### src/rtl/handshake_pkg.sv
// handshake_pkg: shared types and helpers for the handshake sink.
package handshake_pkg;

    typedef enum logic {
        RESET_WAIT = 1'b0,
        ACTIVE     = 1'b1
    } sink_state_t;

    function automatic logic [31:0] sat_inc(input logic [31:0] v);
        return (&v) ? v : v + 32'd1;
    endfunction

endpackage

### src/rtl/handshake_fifo_core.sv
// handshake_fifo_core: first-word-fall-through FIFO storage with wrapping pointers and occupancy.
module handshake_fifo_core #(
    parameter  int DATA_BITS = 8,
    parameter  int DEPTH     = 4,
    localparam int AW        = $clog2(DEPTH),
    localparam int LW        = AW + 1
) (
    input  logic                 clk,
    input  logic                 arstn,
    input  logic                 push,
    input  logic                 pop,
    input  logic [DATA_BITS-1:0] wdata,
    output logic [DATA_BITS-1:0] rdata,
    output logic [LW-1:0]        level,
    output logic                 empty,
    output logic                 full
);

    logic [DATA_BITS-1:0] mem [DEPTH];
    logic [AW-1:0]        wptr;
    logic [AW-1:0]        rptr;

    // Power-of-two depth lets the pointers wrap by natural overflow.
    always_ff @(posedge clk or negedge arstn) begin
        if (!arstn) begin
            wptr  <= '0;
            rptr  <= '0;
            level <= '0;
        end else begin
            if (push) wptr <= wptr + 1'b1;
            if (pop) rptr <= rptr + 1'b1;
            level <= level + LW'(push) - LW'(pop);
        end
    end

    always_ff @(posedge clk) begin
        if (push) mem[wptr] <= wdata;
    end

    assign rdata = mem[rptr];
    assign empty = (level == '0);
    assign full  = (level == LW'(DEPTH));

endmodule

### src/rtl/handshake_sink.sv
// handshake_sink: valid/ready sink buffering beats for a local FWFT consumer.
// Define HANDSHAKE_SINK_STATS_EN to add the saturating beat_count output.
module handshake_sink
    import handshake_pkg::*;
#(
    parameter int DATA_BITS    = 8,
    parameter int DEPTH        = 4,
    parameter int ALWAYS_READY = 0
) (
    input  logic                   clk,
    input  logic                   arstn,
    input  logic                   s_valid,
    output logic                   s_ready,
    input  logic [DATA_BITS-1:0]   s_data,
    input  logic                   rd_en,
    output logic                   rd_valid,
    output logic [DATA_BITS-1:0]   rd_data,
    output logic [$clog2(DEPTH):0] level,
    output logic                   overflow
`ifdef HANDSHAKE_SINK_STATS_EN
    ,
    output logic [31:0]            beat_count
`endif
);

    sink_state_t state;
    logic        empty;
    logic        full;
    logic        push;
    logic        pop;
    logic        drop;

    assign s_ready  = (state == ACTIVE) && (ALWAYS_READY != 0 || !full);
    assign rd_valid = !empty;
    assign pop      = rd_en && rd_valid;
    // When always ready, a full buffer only takes a beat if the head leaves on the same edge.
    assign push     = s_valid && s_ready && (!full || pop);
    assign drop     = (ALWAYS_READY != 0) && s_valid && s_ready && full && !pop;

    always_ff @(posedge clk or negedge arstn) begin
        if (!arstn) begin
            state    <= RESET_WAIT;
            overflow <= 1'b0;
        end else begin
            state    <= ACTIVE;
            overflow <= overflow | drop;
        end
    end

`ifdef HANDSHAKE_SINK_STATS_EN
    always_ff @(posedge clk or negedge arstn) begin
        if (!arstn) beat_count <= '0;
        else if (push) beat_count <= sat_inc(beat_count);
    end
`endif

    handshake_fifo_core #(
        .DATA_BITS(DATA_BITS),
        .DEPTH    (DEPTH)
    ) u_core (
        .clk  (clk),
        .arstn(arstn),
        .push (push),
        .pop  (pop),
        .wdata(s_data),
        .rdata(rd_data),
        .level(level),
        .empty(empty),
        .full (full)
    );

endmodule

### config.mk
export PLATFORM = sky130hd
export DESIGN_NAME = handshake_sink
export DESIGN_NICKNAME = d
export VERILOG_FILES = /design/src/rtl/handshake_pkg.sv /design/src/rtl/handshake_fifo_core.sv /design/src/rtl/handshake_sink.sv
export SDC_FILE = /design/constraint.sdc
export NUM_CORES = 1
export LEC_CHECK = 0
export ABC_AREA = 1
export CAP_MARGIN = 20
export CORE_UTILIZATION = 51
export CTS_CLUSTER_SIZE = 16
export DETAILED_ROUTE_END_ITERATION = 6
export GPL_TIMING_DRIVEN = 0
export PLACE_DENSITY = 0.75
export SKIP_CTS_REPAIR_TIMING = 1
export SYNTH_ARGS = -nofsm -noshare
export SYNTH_HDL_FRONTEND = slang
export SYNTH_HIERARCHICAL = 1
export SYNTH_SLANG_ARGS = --single-unit
### constraint.sdc
create_clock -name clk -period 2.45 [get_ports clk]
set_input_delay 0.6125 -clock clk [delete_from_list [all_inputs] [get_ports clk]]
set_output_delay 0.6125 -clock clk [all_outputs]
set_load 0.01 [all_outputs]
==> flow_metrics.env <==
export IMPL_drt_iter0_drc=36
export IMPL_coreArea_um2=3390
export IMPL_leakage_nw=1.111
export IMPL_drive_above_1_share_pct=7.870
export IMPL_n_antenna_cell=0
export IMPL_max_freq_mhz=426.4
export IMPL_pre_cts_slack_ps=-231.3
export IMPL_crit_start="u_core/rptr[0]"
export IMPL_ys_types=19
export IMPL_cts_sinks=40
export IMPL_antenna_left=0
export IMPL_netlist_area_um2=1843
export IMPL_htreeDepth=2
export IMPL_p_total_mw=2.349
export IMPL_rrSetupSlack_ps=240
export IMPL_firstDrtPassIters=4
export IMPL_drc=0
export IMPL_gp_congestion=0.7353
export IMPL_fin_hold_ws_ps=523.5
export IMPL_grt_ovfl_total=0
export IMPL_crit_arrival_ps=1730
export IMPL_drt_total_wl_um=3042
export IMPL_outcome="finished clean"
export IMPL_grt_max_degree=13
export IMPL_grt_util_all_layers_pct=18.49
export IMPL_ys_warn_count=6
export IMPL_antenna_found_initial=0
export IMPL_grt_pass1_vias=1214
export IMPL_syn_inst=183
export IMPL_cts_root_buf="clkbuf_4"
export IMPL_synth_seq_cells=40
export IMPL_hold_violations=0
export IMPL_timing_rr_start="u_core/level[2]"
export IMPL_crit_path_end="rd_data[0]"
export IMPL_cts_tree="yes"
export IMPL_setup_violations=0
export IMPL_startpoint_type="flop"
export IMPL_num_io_pins=26
export IMPL_critPathKind="reg2out"
export IMPL_path_common_cell="nand2_1"
export IMPL_cts_buffers=5
export IMPL_layoutNonFillerInstCount=262
export IMPL_row_count=21
export IMPL_ff2ff_path_depth=15
export IMPL_drv_cap=0
export IMPL_worstSkewPairLatency_ps=340
export IMPL_clk_pin_slew_worst_paths_ps=100
export IMPL_die_h_um=62.12
export IMPL_setup_worst_path_end_class="primary output"
export IMPL_vias=1206
export IMPL_min_path_cells=1
export IMPL_required_ps=1840
export IMPL_syn_area_per_cell_um2=10.07
export IMPL_port_buffers=24
export IMPL_layout_area_overhead_vs_synth_pct=21.25
export IMPL_hp_class="reg2reg"
export IMPL_start_util_pct=54.37
export IMPL_dp_cells=253
export IMPL_dpl_hpwl_um=2147
export IMPL_clock_skew_ps=8.482
export IMPL_dieArea_um2=3858
export IMPL_post_route_period_util_pct=95.73
export IMPL_place_area_um2=2141
export IMPL_seq_area_frac_synth_pct=63.00
export IMPL_period_minus_slack_ps=2345
export IMPL_slowest_delay_ps=520
export IMPL_postLayoutCellArea_um2=2235
export IMPL_syn_nets=202
export IMPL_cellPowerDensity_nw_per_um2=1051
export IMPL_clockBufferDepth=2
export IMPL_peakVddDrop_mv=0.6581
export IMPL_fin_ws_ps=104.6
export IMPL_crit_fanout=7
export IMPL_rsz0062_at_grt="no"
export IMPL_r2r_end="u_core/level[2]"
export IMPL_die_w_um=62.12
export IMPL_via_per_inst=4.603
export IMPL_wl_per_cell_um=11.61
export IMPL_cpMaxStageDelayCell="clkdlybuf4s50_1"
export IMPL_grt_pass1_wl_um=5368
export IMPL_finalMaxSlewViolations=0
export IMPL_crit_chain="buf_6, buf_4, nand2_1, nand3_1, nand2_1, clkdlybuf4s50_1"
export IMPL_num_nets_final=234
## layer usage
metal | wire length (um) | up-vias | track usage, %
met5 | 0 | - | 0
met2 | 1577 | 27 | 31.59
met1 | 1274 | 561 | 22.52
li1 | - | 613 | -
met3 | 134 | 5 | 4.228
met4 | 56 | 0 | 7.849
## synth_stat cells
master     n  area, um^2
nand2_1   51       191.4
inv_1     49       183.9
edfxtp_1  32       960.9
nand3_1   17       85.08
dfrtp_1    8       200.2
ha_1       6       75.07
buf_6      3       33.78
xor2_1     3       26.28
buf_2      2       10.01
conb_1     2       7.510
nor3_1     2       10.01
buf_4      1       7.510
fa_1       1       20.02
inv_2      1       3.750
inv_4      1       6.260
nand2_2    1       6.260
nor2_1     1       3.750
nor2_2     1       6.260
o21ai_0    1       5.000
## power by group
part           switching [mW]  internal (mW)
sequential             0.0608          0.857
clock                   0.196          0.208
combinational           0.554          0.473
total                   0.811           1.54
## stage by stage
step                setup TNS [ps]  utilization, %
floorplan                        0               -
global route                     0           65.93
finish                           0           65.93
global placement            -177.0           63.16
detailed placement          -266.8           63.16
CTS                              0           65.37
## logic make-up after synthesis
kind of cell	after synthesis	synth area share, %
simple gates	73	16.43
buf+inv	57	13.31
flops	40	63.00
fa+ha+maj	7	5.159
xor+xnor	3	1.426
other cells	2	0.4075
compound gates	1	0.2713
## placed cells by master (no fill, tap or decap), drive strengths merged
cell type      synthesis  final
nor3                   2      2
dlymetal6s2s           0      4
inv                   51     51
buf                    6      6
clkinv                 0      2
edfxtp                32     32
bufinv                 0      1
clkdlybuf4s50          0     20
nand3                 17     17
conb                   2      2
clkbuf                 0      6
fa                     1      1
nor2                   2      2
xor2                   3      3
ha                     6      6
o21ai                  1      1
dfrtp                  8      8
nand2                 52     52
## how the worst min path moves through the flow
stage | start | endpoint
6_report | u_core/wptr[0] | u_core/wptr[0]
5_1_grt | arstn | u_core/level[2]
4_1_cts | arstn | state
3_5_place_dp | u_core/level[2] | u_core/level[2]
3_3_place_gp | u_core/wptr[0] | u_core/wptr[0]
2_1_floorplan | arstn | state
## final cells by class
class	instances	area (um^2)
clock inverter	3	37.54
buffer	5	42.54
fill	270	1155
multi-input combinational	86	436.7
timing repair buffer	26	265.3
clock buffer	5	37.54
sequential	40	1161
tap	46	57.56
inverter	51	196.4
## state kept, by name (all words and copies together) (netlist names)
name / count
state: 1
u_core/wptr: 2
u_core/level: 3
u_core/rptr: 2
u_core/mem: 32
## worst max-delay path: cells and delay by family, from the launching register on
family                 cells  cell delay (ps)
buffers and inverters      3              800
flip-flops                 1              380
AND/OR/NAND/NOR            3              200
(Power assumes the default switching activity.)
